File: src/rtl/seg7_pkg.sv
// Shared constants for the 7-segment reader: decoder patterns (a = bit 6),
// special output codes and FSM state encodings.
package seg7_pkg;

  localparam logic [6:0] SEG_0 = 7'h7E;
  localparam logic [6:0] SEG_1 = 7'h30;
  localparam logic [6:0] SEG_2 = 7'h6D;
  localparam logic [6:0] SEG_3 = 7'h79;
  localparam logic [6:0] SEG_4 = 7'h33;
  localparam logic [6:0] SEG_5 = 7'h5B;
  localparam logic [6:0] SEG_6 = 7'h5F;
  localparam logic [6:0] SEG_7 = 7'h70;
  localparam logic [6:0] SEG_8 = 7'h7F;
  localparam logic [6:0] SEG_9 = 7'h73;
  localparam logic [6:0] SEG_BLANK = 7'h00;

  localparam logic [3:0] CODE_BLANK = 4'hF;
  localparam logic [3:0] CODE_ERR   = 4'hE;

  typedef enum logic [1:0] {
    S_WAIT   = 2'd0,
    S_SETTLE = 2'd1,
    S_HOLD   = 2'd2
  } state_t;

endpackage

File: src/rtl/seg7_encode.sv
// Combinational inverse of the BCD-to-7-segment decoder: pattern to 4-bit code.
module seg7_encode
  import seg7_pkg::*;
(
  input  logic [6:0] i_seg,
  output logic [3:0] o_code
);

  always_comb begin
    o_code = CODE_ERR;
    case (i_seg)
      SEG_0:     o_code = 4'd0;
      SEG_1:     o_code = 4'd1;
      SEG_2:     o_code = 4'd2;
      SEG_3:     o_code = 4'd3;
      SEG_4:     o_code = 4'd4;
      SEG_5:     o_code = 4'd5;
      SEG_6:     o_code = 4'd6;
      SEG_7:     o_code = 4'd7;
      SEG_8:     o_code = 4'd8;
      SEG_9:     o_code = 4'd9;
      SEG_BLANK: o_code = CODE_BLANK;
      default:   o_code = CODE_ERR;
    endcase
  end

endmodule

File: src/rtl/seg7_reader.sv
// Samples a multiplexed 7-segment bus, debounces each strobe period and
// assembles a full frame of digit codes presented over valid/ready.
module seg7_reader
  import seg7_pkg::*;
#(
  parameter int NUM_DIGITS    = 4,
  parameter int STABLE_CYCLES = 4
) (
  input  logic                    i_clk,
  input  logic                    i_rst_n,
  input  logic [6:0]              i_seg,
  input  logic [NUM_DIGITS-1:0]   i_digit_en,
  output logic [4*NUM_DIGITS-1:0] o_out_digits,
  output logic                    o_out_valid,
  input  logic                    i_out_ready,
  output logic                    o_out_err,
  output logic                    o_overrun
);

  localparam int CW = $clog2(STABLE_CYCLES + 1);
  localparam int IW = (NUM_DIGITS > 1) ? $clog2(NUM_DIGITS) : 1;
  localparam logic [CW-1:0] CNT_MAX = CW'(STABLE_CYCLES);

  logic [6:0]              r_seg, r_seg_prev;
  logic [NUM_DIGITS-1:0]   r_den, r_den_prev;
  state_t                  r_state;
  logic [CW-1:0]           r_cnt;
  logic [NUM_DIGITS-1:0]   r_mask;
  logic [4*NUM_DIGITS-1:0] r_slots;
  logic [4*NUM_DIGITS-1:0] r_out_digits;
  logic                    r_out_valid;
  logic                    r_out_err;
  logic                    r_overrun;

  state_t                  w_state_nxt;
  logic [CW-1:0]           w_cnt_nxt;
  logic                    w_capture;
  logic                    w_onehot;
  logic                    w_changed;
  logic [IW-1:0]           w_idx;
  logic [3:0]              w_code;
  logic [NUM_DIGITS-1:0]   w_cap_bit;
  logic [NUM_DIGITS-1:0]   w_mask_nxt;
  logic [4*NUM_DIGITS-1:0] w_slots_nxt;
  logic                    w_complete;
  logic                    w_load;
  logic                    w_discard;
  logic                    w_frame_err;

  seg7_encode u_encode (
    .i_seg  (r_seg),
    .o_code (w_code)
  );

  assign w_onehot  = (r_den != '0) && ((r_den & (r_den - 1'b1)) == '0);
  assign w_changed = {r_seg, r_den} != {r_seg_prev, r_den_prev};

  always_comb begin
    w_idx = '0;
    for (int i = 0; i < NUM_DIGITS; i++) begin
      if (r_den[i]) w_idx = IW'(i);
    end
  end

  // Capture fires on the cycle the match count reaches STABLE_CYCLES.
  always_comb begin
    w_state_nxt = r_state;
    w_cnt_nxt   = r_cnt;
    w_capture   = 1'b0;
    case (r_state)
      S_WAIT: begin
        w_cnt_nxt = '0;
        if (w_onehot) begin
          w_state_nxt = S_SETTLE;
          w_cnt_nxt   = CW'(1);
        end
      end
      S_SETTLE: begin
        if (!w_onehot) begin
          w_state_nxt = S_WAIT;
          w_cnt_nxt   = '0;
        end else if (w_changed) begin
          w_cnt_nxt = CW'(1);
        end else if (r_cnt != CNT_MAX) begin
          w_cnt_nxt = r_cnt + 1'b1;
        end
      end
      S_HOLD: begin
        if (!w_onehot) begin
          w_state_nxt = S_WAIT;
          w_cnt_nxt   = '0;
        end else if (w_changed) begin
          w_state_nxt = S_SETTLE;
          w_cnt_nxt   = CW'(1);
        end
      end
      default: begin
        w_state_nxt = S_WAIT;
        w_cnt_nxt   = '0;
      end
    endcase
    if (w_state_nxt == S_SETTLE && w_cnt_nxt == CNT_MAX) begin
      w_capture   = 1'b1;
      w_state_nxt = S_HOLD;
    end
  end

  always_comb begin
    w_cap_bit   = '0;
    w_slots_nxt = r_slots;
    if (w_capture) begin
      w_cap_bit[w_idx] = 1'b1;
      w_slots_nxt[4*w_idx +: 4] = w_code;
    end
  end

  // A full mask is consumed one cycle after the last capture, so the
  // presented frame always comes from the slot registers.
  assign w_complete = &r_mask;
  assign w_load     = w_complete && (!r_out_valid || i_out_ready);
  assign w_discard  = w_complete && r_out_valid && !i_out_ready;
  assign w_mask_nxt = (w_complete ? '0 : r_mask) | w_cap_bit;

  always_comb begin
    w_frame_err = 1'b0;
    for (int i = 0; i < NUM_DIGITS; i++) begin
      if (r_slots[4*i +: 4] == CODE_ERR) w_frame_err = 1'b1;
    end
  end

  always_ff @(posedge i_clk or negedge i_rst_n) begin
    if (!i_rst_n) begin
      r_seg        <= '0;
      r_den        <= '0;
      r_seg_prev   <= '0;
      r_den_prev   <= '0;
      r_state      <= S_WAIT;
      r_cnt        <= '0;
      r_mask       <= '0;
      r_slots      <= '0;
      r_out_digits <= '0;
      r_out_valid  <= 1'b0;
      r_out_err    <= 1'b0;
      r_overrun    <= 1'b0;
    end else begin
      r_seg      <= i_seg;
      r_den      <= i_digit_en;
      r_seg_prev <= r_seg;
      r_den_prev <= r_den;
      r_state    <= w_state_nxt;
      r_cnt      <= w_cnt_nxt;
      r_mask     <= w_mask_nxt;
      r_slots    <= w_slots_nxt;
      r_overrun  <= w_discard;
      if (w_load) begin
        r_out_digits <= r_slots;
        r_out_valid  <= 1'b1;
        r_out_err    <= w_frame_err;
      end else if (r_out_valid && i_out_ready) begin
        r_out_valid <= 1'b0;
      end
    end
  end

  assign o_out_digits = r_out_digits;
  assign o_out_valid  = r_out_valid;
  assign o_out_err    = r_out_err;
  assign o_overrun    = r_overrun;

endmodule
File: config.mk
export PLATFORM = sky130hd
export DESIGN_NAME = seg7_reader
export DESIGN_NICKNAME = d
export VERILOG_FILES = /design/src/rtl/seg7_pkg.sv /design/src/rtl/seg7_encode.sv /design/src/rtl/seg7_reader.sv
export SDC_FILE = /design/constraint.sdc
export NUM_CORES = 1
export LEC_CHECK = 0
export BUFFER_PORTS_ARGS = -buffer_cell sky130_fd_sc_hd__buf_2
export CORE_MARGIN = 4
export CORE_UTILIZATION = 29
export CTS_BUF_LIST = sky130_fd_sc_hd__clkbuf_2
export DETAILED_ROUTE_END_ITERATION = 7
export GPL_ROUTABILITY_DRIVEN = 0
export PLACE_DENSITY_LB_ADDON = 0.05
export SYNTH_ARGS = -nofsm -noshare
export SYNTH_HDL_FRONTEND = slang
export SYNTH_SLANG_ARGS = --single-unit
File: constraint.sdc
create_clock -name i_clk -period 2.8 [get_ports i_clk]
set_input_delay 0.56 -clock i_clk [delete_from_list [all_inputs] [get_ports i_clk]]
set_output_delay 0.56 -clock i_clk [all_outputs]
set_load 0.02 [all_outputs]
# Yosys cells after proc, flatten, opt, wreduce, memory -nomap -nowiden

Index checks and enable logic that the tools add are counted.
Widths: inputs -> output; s select.

Latch bits: 0
Output and inout bits: 19
Input bits: 14
Flip-flop bits (word level): 66
Word-level logic and storage cells: 86
Memory bits (writable): 0
ROM bits: 0
Memories: 0

Shift-type cells: 2
Bitwise logic cells: 2
Order comparisons: 2
Eq/ne operators: 20
Multiplexer cells: 29
Reductions and logical operators: 16
Divide/modulo/power cells: 0
Add/sub/neg operators: 3
Multipliers: 0

Operator list:

| kind                    | number |
|---|---|
| $eq 7x7->1 const B      | 8 |
| $pmux 4 s11             | 1 |
| $neg 4->34              | 1 |
| $shift 4x34->16 const A | 1 |
| $shiftx 4x34->16        | 1 |
| $bwmux 16               | 1 |
| $eq 4x4->1 const B      | 4 |
| $mux 3                  | 5 |
| $eq 7x6->1 const B      | 2 |
| $mux 2                  | 7 |
| $ne 11x11->1            | 1 |
| $mux 1                  | 10 |
| $pmux 3 s3              | 1 |
| $mux 4                  | 2 |
| $logic_and 1x1->1       | 7 |
| $logic_not 7->1         | 1 |
| $pmux 2 s3              | 1 |
| $and 4x4->4             | 1 |
| $eq 2x1->1 const B      | 2 |
| $logic_not 4->1         | 1 |
| $or 4x4->4              | 1 |
| $reduce_and 4->1        | 1 |
| $reduce_bool 4->1       | 1 |
| $sub 4x1->4 const B     | 1 |
| 11 further kinds        | 12 |

# Longest topological paths before layout

Gate-level depths: netlist (run 1).

Word-level depth: 11
Gate-level depth with buffers: 8
Depth with buffers taken out: 7

# By module

From an unflattened synthesis (run 1), not the netlist that was laid out.

Cell total of the unflattened synthesis: 263
Area total of the unflattened synthesis: 3075.4 um^2

Modules (own cells, without submodules):

| module      | instances | cells each | area each (um^2) | seq. area each (um^2) |
|---|---|---|---|---|
| seg7_reader | 1         | 215        | 2763.9           | 1651.6 |
| seg7_encode | 1         | 48         | 311.5            | 0.0 |

# Worst setup path after synthesis (run 1)

Ideal clock, no wire load.

Path kind: flip-flop to flip-flop
Start point: reg r_den[2]
End point: reg r_slots[15]
Period minus slack after synthesis: 1.966 ns
Required time: 2.736 ns
Stages on the path, launching flop included: 7
Arrival: 1.901 ns
Path buffers: 0
Library setup time: 0.064 ns
Slack: 0.834 ns
Cell sequence: dfrtp_1 > inv_1 > a21oi_1 > ha_1 > or3b_2 > nor3_1 > mux2_2

Cells in the longest elaborated chain, start to end: 9
Elaborated cells on any way between the ends: 27
Classes of those cells: add/sub (2); eq/ne (3); shift (2); mux (15); bitwise (1); reduce/logical (4)

RTL lines:

| what                                     | RTL line           | RTL |
|---|---|---|
| start, declared                          | seg7_reader.sv:25  | `logic [NUM_DIGITS-1:0] r_den, r_den_prev;` |
| start signal, assigned                   | seg7_reader.sv:147 | `r_den <= i_digit_en;` |
| $sub 4x1->4                              | seg7_reader.sv:55  | `assign w_onehot = (r_den != '0) && ((r_den & (r_den - 1'b1)) == '0);` |
| $and 4x4->4                              | seg7_reader.sv:55  |  |
| $logic_not 4->1                          | seg7_reader.sv:55  |  |
| $logic_and 1x1->1                        | seg7_reader.sv:55  |  |
| $mux 3, or another cell as far along     | seg7_reader.sv:89  | `if (!w_onehot) begin` |
| $pmux 3 s3 or $pmux 2 s3 (tied branches) | seg7_reader.sv:70  | `case (r_state)` |
| $eq 3x3->1 or $eq 2x1->1 (tied branches) | seg7_reader.sv:102 | `if (w_state_nxt == S_SETTLE && w_cnt_nxt == CNT_MAX) begin` |
| $logic_and 1x1->1                        | seg7_reader.sv:102 |  |
| $mux 1                                   | seg7_reader.sv:102 |  |
| end signal, assigned                     | seg7_reader.sv:153 | `r_slots <= w_slots_nxt;` |
| end, declared                            | seg7_reader.sv:29  | `logic [4*NUM_DIGITS-1:0] r_slots;` |

Parallel ways exist; a longest one is shown, timed or not.
A chain may end at the register's enable or synchronous reset.

# Worst setup path in the final report (run 1)

Start point: reg r_cnt[0]
End point: reg r_slots[15]

Cells in the longest elaborated chain, start to end: 8
Elaborated cells on any way between the ends: 11
Classes of those cells: add/sub (1); eq/ne (2); mux (7); reduce/logical (1)

RTL lines:

| what                                      | RTL line                             | RTL |
|---|---|---|
| start, declared                           | seg7_reader.sv:27                    | `logic [CW-1:0] r_cnt;` |
| start signal, assigned                    | seg7_reader.sv:151                   | `r_cnt <= w_cnt_nxt;` |
| $add 3x1->3 or $ne 3x3->1 (tied branches) | seg7_reader.sv:85, seg7_reader.sv:84 |  |
| $mux 3                                    | seg7_reader.sv:84                    | `end else if (r_cnt != CNT_MAX) begin` |
| $mux 3                                    | seg7_reader.sv:82                    | `end else if (w_changed) begin` |
| $mux 3                                    | seg7_reader.sv:79                    | `if (!w_onehot) begin` |
| $pmux 3 s3 *                              | seg7_reader.sv:70                    |  |
| $eq 3x3->1 *                              | seg7_reader.sv:102                   |  |
| $logic_and 1x1->1 *                       | seg7_reader.sv:102                   |  |
| $mux 1 *                                  | seg7_reader.sv:102                   |  |

Mark *: on every way between the ends. The rest lies on a longest branch, timed or not.

==> results of run 1 <==
## cell usage after synthesis (2+ instances only)
| cell | instances |
|---|---|
| buf_6 | 7 |
| xor2_1 | 2 |
| xnor2_2 | 2 |
| dfrtp_1 | 66 |
| a211o_1 | 2 |
| ha_1 | 8 |
| o21ai_0 | 6 |
| nand2b_1 | 3 |
| nand4_1 | 2 |
| xnor2_1 | 10 |
| o31ai_1 | 6 |
| or3_1 | 2 |
| nand3_1 | 15 |
| nand2_1 | 12 |
| a21o_1 | 8 |
| nor2b_1 | 4 |
| inv_1 | 8 |
| nor4b_1 | 2 |
| and2_1 | 2 |
| o22ai_1 | 2 |
| nor2_1 | 6 |
| a211oi_1 | 4 |
| nand3b_1 | 2 |
| mux2_2 | 20 |
| or2_2 | 2 |
| nor4_1 | 10 |
| nor3_1 | 5 |
| buf_2 | 3 |
| a32o_1 | 2 |
| nand4b_1 | 5 |
| a21oi_1 | 2 |
## registers in the layout, indices dropped and copies added, names as in the netlist
signal        flops
o_out_digits     16
o_out_err         1
o_out_valid       1
o_overrun         1
r_cnt             3
r_den             4
r_den_prev        4
r_mask            4
r_seg             7
r_seg_prev        7
r_slots          16
r_state           2
## layout make-up
type | instances | area share
Timing Repair Buffer | 37 | 0.0604
Tap cell | 136 | 0.0489
Inverter | 8 | 0.00862
Multi-Input combinational cell | 166 | 0.368
Clock buffer | 9 | 0.0129
Clock inverter | 7 | 0.0269
Sequential cell | 66 | 0.474
## metrics by stage
step,util,setup WS [ps]
global route,0.337,300
floorplan,-,834
finish,0.337,537
global placement,0.324,511
detailed placement,0.324,477
CTS,0.337,462
## where the power goes
part	switching [mW]	total (mW)	internal, mW
clock	0.369	0.662	0.294
combinational	0.0736	0.125	0.0518
sequential	0.0283	1.00	0.973
## worst max-delay path, delay by kind of cell (launching register included)
kind                     cells  cell delay (ps)
AO/OA/AOI/OAI                1              330
flip-flops                   1              460
multiplexers                 1              330
buffers and inverters        2              120
adder cells (fa/ha/maj)      1              310
AND/OR/NAND/NOR              2              610
## how the worst max path moves through the flow
stage / start / to
2_1_floorplan: r_den[2] / r_slots[15]
3_3_place_gp: r_cnt[0] / r_slots[3]
3_5_place_dp: r_cnt[0] / r_slots[3]
4_1_cts: r_cnt[0] / r_slots[3]
5_1_grt: r_seg[5] / r_slots[3]
6_report: r_cnt[0] / r_slots[15]
## logic make-up (layout without fill, tap and decap cells)
| kind of cell | after synthesis | after routing | synth area share |
|---|---|---|---|
| multiplexers | 20 | 20 | 0.0736 |
| buffers and inverters | 19 | 61 | 0.0417 |
| AND/OR/NAND/NOR | 83 | 83 | 0.168 |
| flip-flops | 66 | 66 | 0.540 |
| AO/OA/AOI/OAI | 41 | 41 | 0.0994 |
| XOR/XNOR | 14 | 14 | 0.0450 |
| adder cells (fa/ha/maj) | 8 | 8 | 0.0327 |
## layer usage
metal  GRT usage  share of wire  up-vias
li1            -              -      995
met1       0.159           0.49      988
met2       0.165           0.45       44
met3      0.0289          0.040       13
met4      0.0558          0.022        0
met5           0              0        -
==> flow_summary.json, run 1 <==
{
  "wl_mm": 6.47,
  "place_inst": 413,
  "grt_setup_unrepaired": "false",
  "ff2ff_setup_slack_ps": 540,
  "layout_commonest_cell": "dfrtp_1",
  "hold_viol": 0,
  "grt.total_usage": 0.114,
  "syn_area_um2": 3060,
  "worst_path_most_repeated_cell": "inv_1",
  "worst_slew_pin_slew_ps": 780,
  "rows": 37,
  "seq_area_um2": 1650,
  "fin_skew_ps": 28.4,
  "drtPass1Iterations": 4,
  "cpPeakStageDelay_ps": 460,
  "setup_viol": 0,
  "initial_core_util": 0.296,
  "path_max_fanout": 9,
  "synthTopCellsByArea": "dfrtp_1, mux2_2, ha_1, xnor2_1, buf_6",
  "crit_path_start_kind": "flop",
  "diodes": 0,
  "p_leak_nw": 1.66,
  "grt_pass1_vias": 2117,
  "synth_area_leader_cell": "dfrtp_1",
  "worstPathRequired_ps": 3200,
  "crit_path_cell_trace": "inv_1, ha_1, inv_1, o2111a_1, and2_1, nand3_1, mux2_2",
  "multi_input_area_um2": 1280,
  "cts_tree": "yes",
  "placed_area_um2": 3340,
  "clock-sinks": 66,
  "seq_area_frac_synth": 0.540,
  "drv_slew": 0,
  "synthArstFlopShare": 1.00,
  "critical_path.reg2reg.startpoint": "r_cnt[0]",
  "powerDensity_nw_per_um2": 514,
  "syn_to_final_growth_pct": 13.8,
  "synth_cell_types": 52,
  "holdCritPathClass": "in -> async",
  "routed_via_density": 4.76,
  "ys_ff_latch": 66,
  "max-vdd-ir-drop_mv": 0.233,
  "crit_arrival_ps": 2670,
  "layout.cells.non_filler": 429,
  "synth_top_cell_area_share": 0.540,
  "drive_gt1_frac": 0.283,
  "synth_edf_count": 0,
  "fmax_mhz": 442,
  "design_area_um2": 3480,
  "cap_violations": 0,
  "reg2regPathDepth": 7,
  "die_w_um": 111,
  "mostFrequentLayoutCells": "dfrtp_1, buf_2, mux2_2",
  "post_cts_resized": 0,
  "num_io_pins": 33,
  "coreArea_um2": 10300,
  "post_cts_buffers": 0,
  "io_buffers": 32,
  "ys_warn_count": 0,
  "postSynthCellCount": 251,
  "r2r_end": "r_slots[15]",
  "htreeDepth": 3,
  "die_h_um": 111,
  "syn-num-nets": 273,
  "dp_hpwl_mm": 4.68,
  "clock_path_buffers": 2,
  "clk-insertion-delay-late_ps": 520,
  "grt_pass1_wl_mm": 11.1,
  "drcViolationCount": 0,
  "status": "completed",
  "synthFlopType": "dfrtp_1",
  "slowest_stage": "dfrtp_1",
  "syn_avg_cell_area_um2": 12.2,
  "hold_ws_ps": 43.4,
  "ant_nets": 0,
  "grt_max_degree": 41,
  "path_class": "reg -> reg",
  "cts_buffers": 9,
  "fillers": 1050,
  "vias": 2040,
  "drtIter0Drc": 91,
  "min_period_ps": 2260,
  "finalCritPeriodShare": 0.808,
  "clk_pin_slew_ps": 190,
  "setup-tns-final_ps": 0,
  "postCtsHoldBufs": 0,
  "grt-ovfl-total": 0,
  "wl_per_cell_um": 15.1,
  "dieArea_um2": 12300,
  "antenna_found_initial": 0,
  "relSlewSlack": 0.477,
  "endpoint_kind": "flop",
  "clockRootBuffer": "clkbuf_2",
  "finalPower_mw": 1.79,
  "layout.nets": 310
}
Power figures use the tool's default switching activity.
==> run 2, diff against run 1 <==
clock period = 2.04 ns   (was 2.8 ns; I/O delays follow)
==> run 2 against run 1 <==
Against the previous run:
- the run now ends with negative setup slack left
- via count up 10%
- flip-flop and latch count unchanged
- maximum frequency increased by 11%
- worst hold slack gained 160 ps
- cell area rose by 21%
- clock power increased by 36%
- first-iteration DRC count shrank 44%
- critical endpoint is now r_slots[12]
==> flow_summary.json, run 2 (same netlist as run 1, synthesis figures left out) <==
{
  "clock_path_buffers": 2,
  "setup_viol": 1,
  "relSlewSlack": 0.638,
  "path_class": "reg -> reg",
  "antenna_found_initial": 0,
  "setup_ws_ps": -3.07,
  "die_h_um": 111,
  "coreArea_um2": 10300,
  "clk_pin_slew_ps": 200,
  "ff2ff_setup_slack_ps": -3,
  "dieArea_um2": 12300,
  "vias": 2253,
  "drtIter0Drc": 51,
  "finalCritPeriodShare": 1.00,
  "powerDensity_nw_per_um2": 609,
  "clockRootBuffer": "clkbuf_2",
  "mostFrequentLayoutCells": "dfrtp_1, buf_2, buf_4",
  "drcViolationCount": 0,
  "syn_to_final_growth_pct": 38.1,
  "drv_slew": 0,
  "drtPass1Iterations": 4,
  "path_max_fanout": 7,
  "setup-tns-final_ps": -3.07,
  "holdCritPathClass": "in -> reg",
  "status": "finished with violations",
  "cts_buffers": 9,
  "finalPower_mw": 2.57,
  "io_buffers": 32,
  "min_period_ps": 2040,
  "place_inst": 432,
  "layout.nets": 352,
  "cts_tree": "yes",
  "violations": "negative setup slack",
  "die_w_um": 111,
  "max-vdd-ir-drop_mv": 0.376,
  "drive_gt1_frac": 0.501,
  "endpoint_kind": "flop",
  "pre_cts_slack_ps": -123,
  "htreeDepth": 3,
  "num_io_pins": 33,
  "diodes": 0,
  "clk-insertion-delay-late_ps": 490,
  "worstPathRequired_ps": 2440,
  "grt-ovfl-total": 0,
  "cap_violations": 0,
  "grt_pass1_wl_mm": 12.1,
  "ant_nets": 0,
  "clock-sinks": 66,
  "rows": 37,
  "grt_pass1_vias": 2362,
  "crit_arrival_ps": 2440,
  "hold_viol": 0,
  "fin_skew_ps": 27.9,
  "routed_via_density": 4.78,
  "p_leak_nw": 1.97,
  "wl_per_cell_um": 15.3,
  "layout_commonest_cell": "dfrtp_1",
  "grt.total_usage": 0.124,
  "initial_core_util": 0.296,
  "worst_slew_pin_slew_ps": 539,
  "dp_hpwl_mm": 4.75,
  "fmax_mhz": 489,
  "grt_max_degree": 67,
  "crit_path_start_kind": "flop",
  "wl_mm": 7.20,
  "grt_setup_unrepaired": "true",
  "layout.cells.non_filler": 471
}
==> run 2: power by group <==
part,switching (mW),total [mW],internal [mW]
Sequential,0.0414,1.38,1.34
Clock,0.487,0.903,0.416
Combinational,0.151,0.290,0.139
Total,0.680,2.57,1.89
==> run 2: per-layer routing <==
layer,GRT usage,wire length [um],up-vias
li1,-,-,1081
met1,0.160,3220,1123
met2,0.195,3640,43
met3,0.0344,274,6
met4,0.0509,72,0
met5,0,0,-
==> run 2: cell type report <==
type	instances	area (um^2)
Fill cell	1016	6100
Multi-Input combinational cell	167	1670
Sequential cell	66	1670
Timing Repair Buffer	78	552
Tap cell	136	170
Clock inverter	6	91.3
Clock buffer	10	50.0
Inverter	8	30.0
==> run 2: final timing paths <==
| check | startpoint | endpoint | depth (start not counted) |
|---|---|---|---|
| worst max-delay path | r_den[3] | r_slots[12] | 8 |
| worst min-delay path | i_out_ready | o_overrun | 3 |
| worst max register to register | r_den[3] | r_slots[12] | 8 |
| worst min register to register | r_seg[5] | r_seg_prev[5] | 0 |
| max in group asynchronous | i_rst_n | r_seg[5] | 3 |
| min in group asynchronous | i_rst_n | r_den[0] | 3 |
==> run 2: repair_timing <==
action,CTS,global route
buffers inserted,6,4
resized for setup,29,51
pin swaps,8,12
gates cloned,1,0
hold endpoints to repair,77,0
hold buffers,12,0
setup endpoints to repair,16,19
==> run 2: critical path, cell delays in order (launching register included) <==
cell and delay, ps:
dfrtp_2 530, xnor2_2 200, nand3_2 150, buf_4 180, nor4_4 270, buf_6 180
nand3_2 110, buf_4 170, a21o_1 170
==> run 2: per-stage QoR <==
| stage | util | hold slack (ps) | cell area [um^2] |
|---|---|---|---|
| finish | 0.409 | 198 | 4230 |
| global route | 0.409 | 129 | 4230 |
| CTS | 0.381 | 128 | 3930 |
| detailed placement | 0.338 | 461 | 3490 |
| global placement | 0.338 | 447 | 3490 |
| floorplan | - | 112 | 3060 |
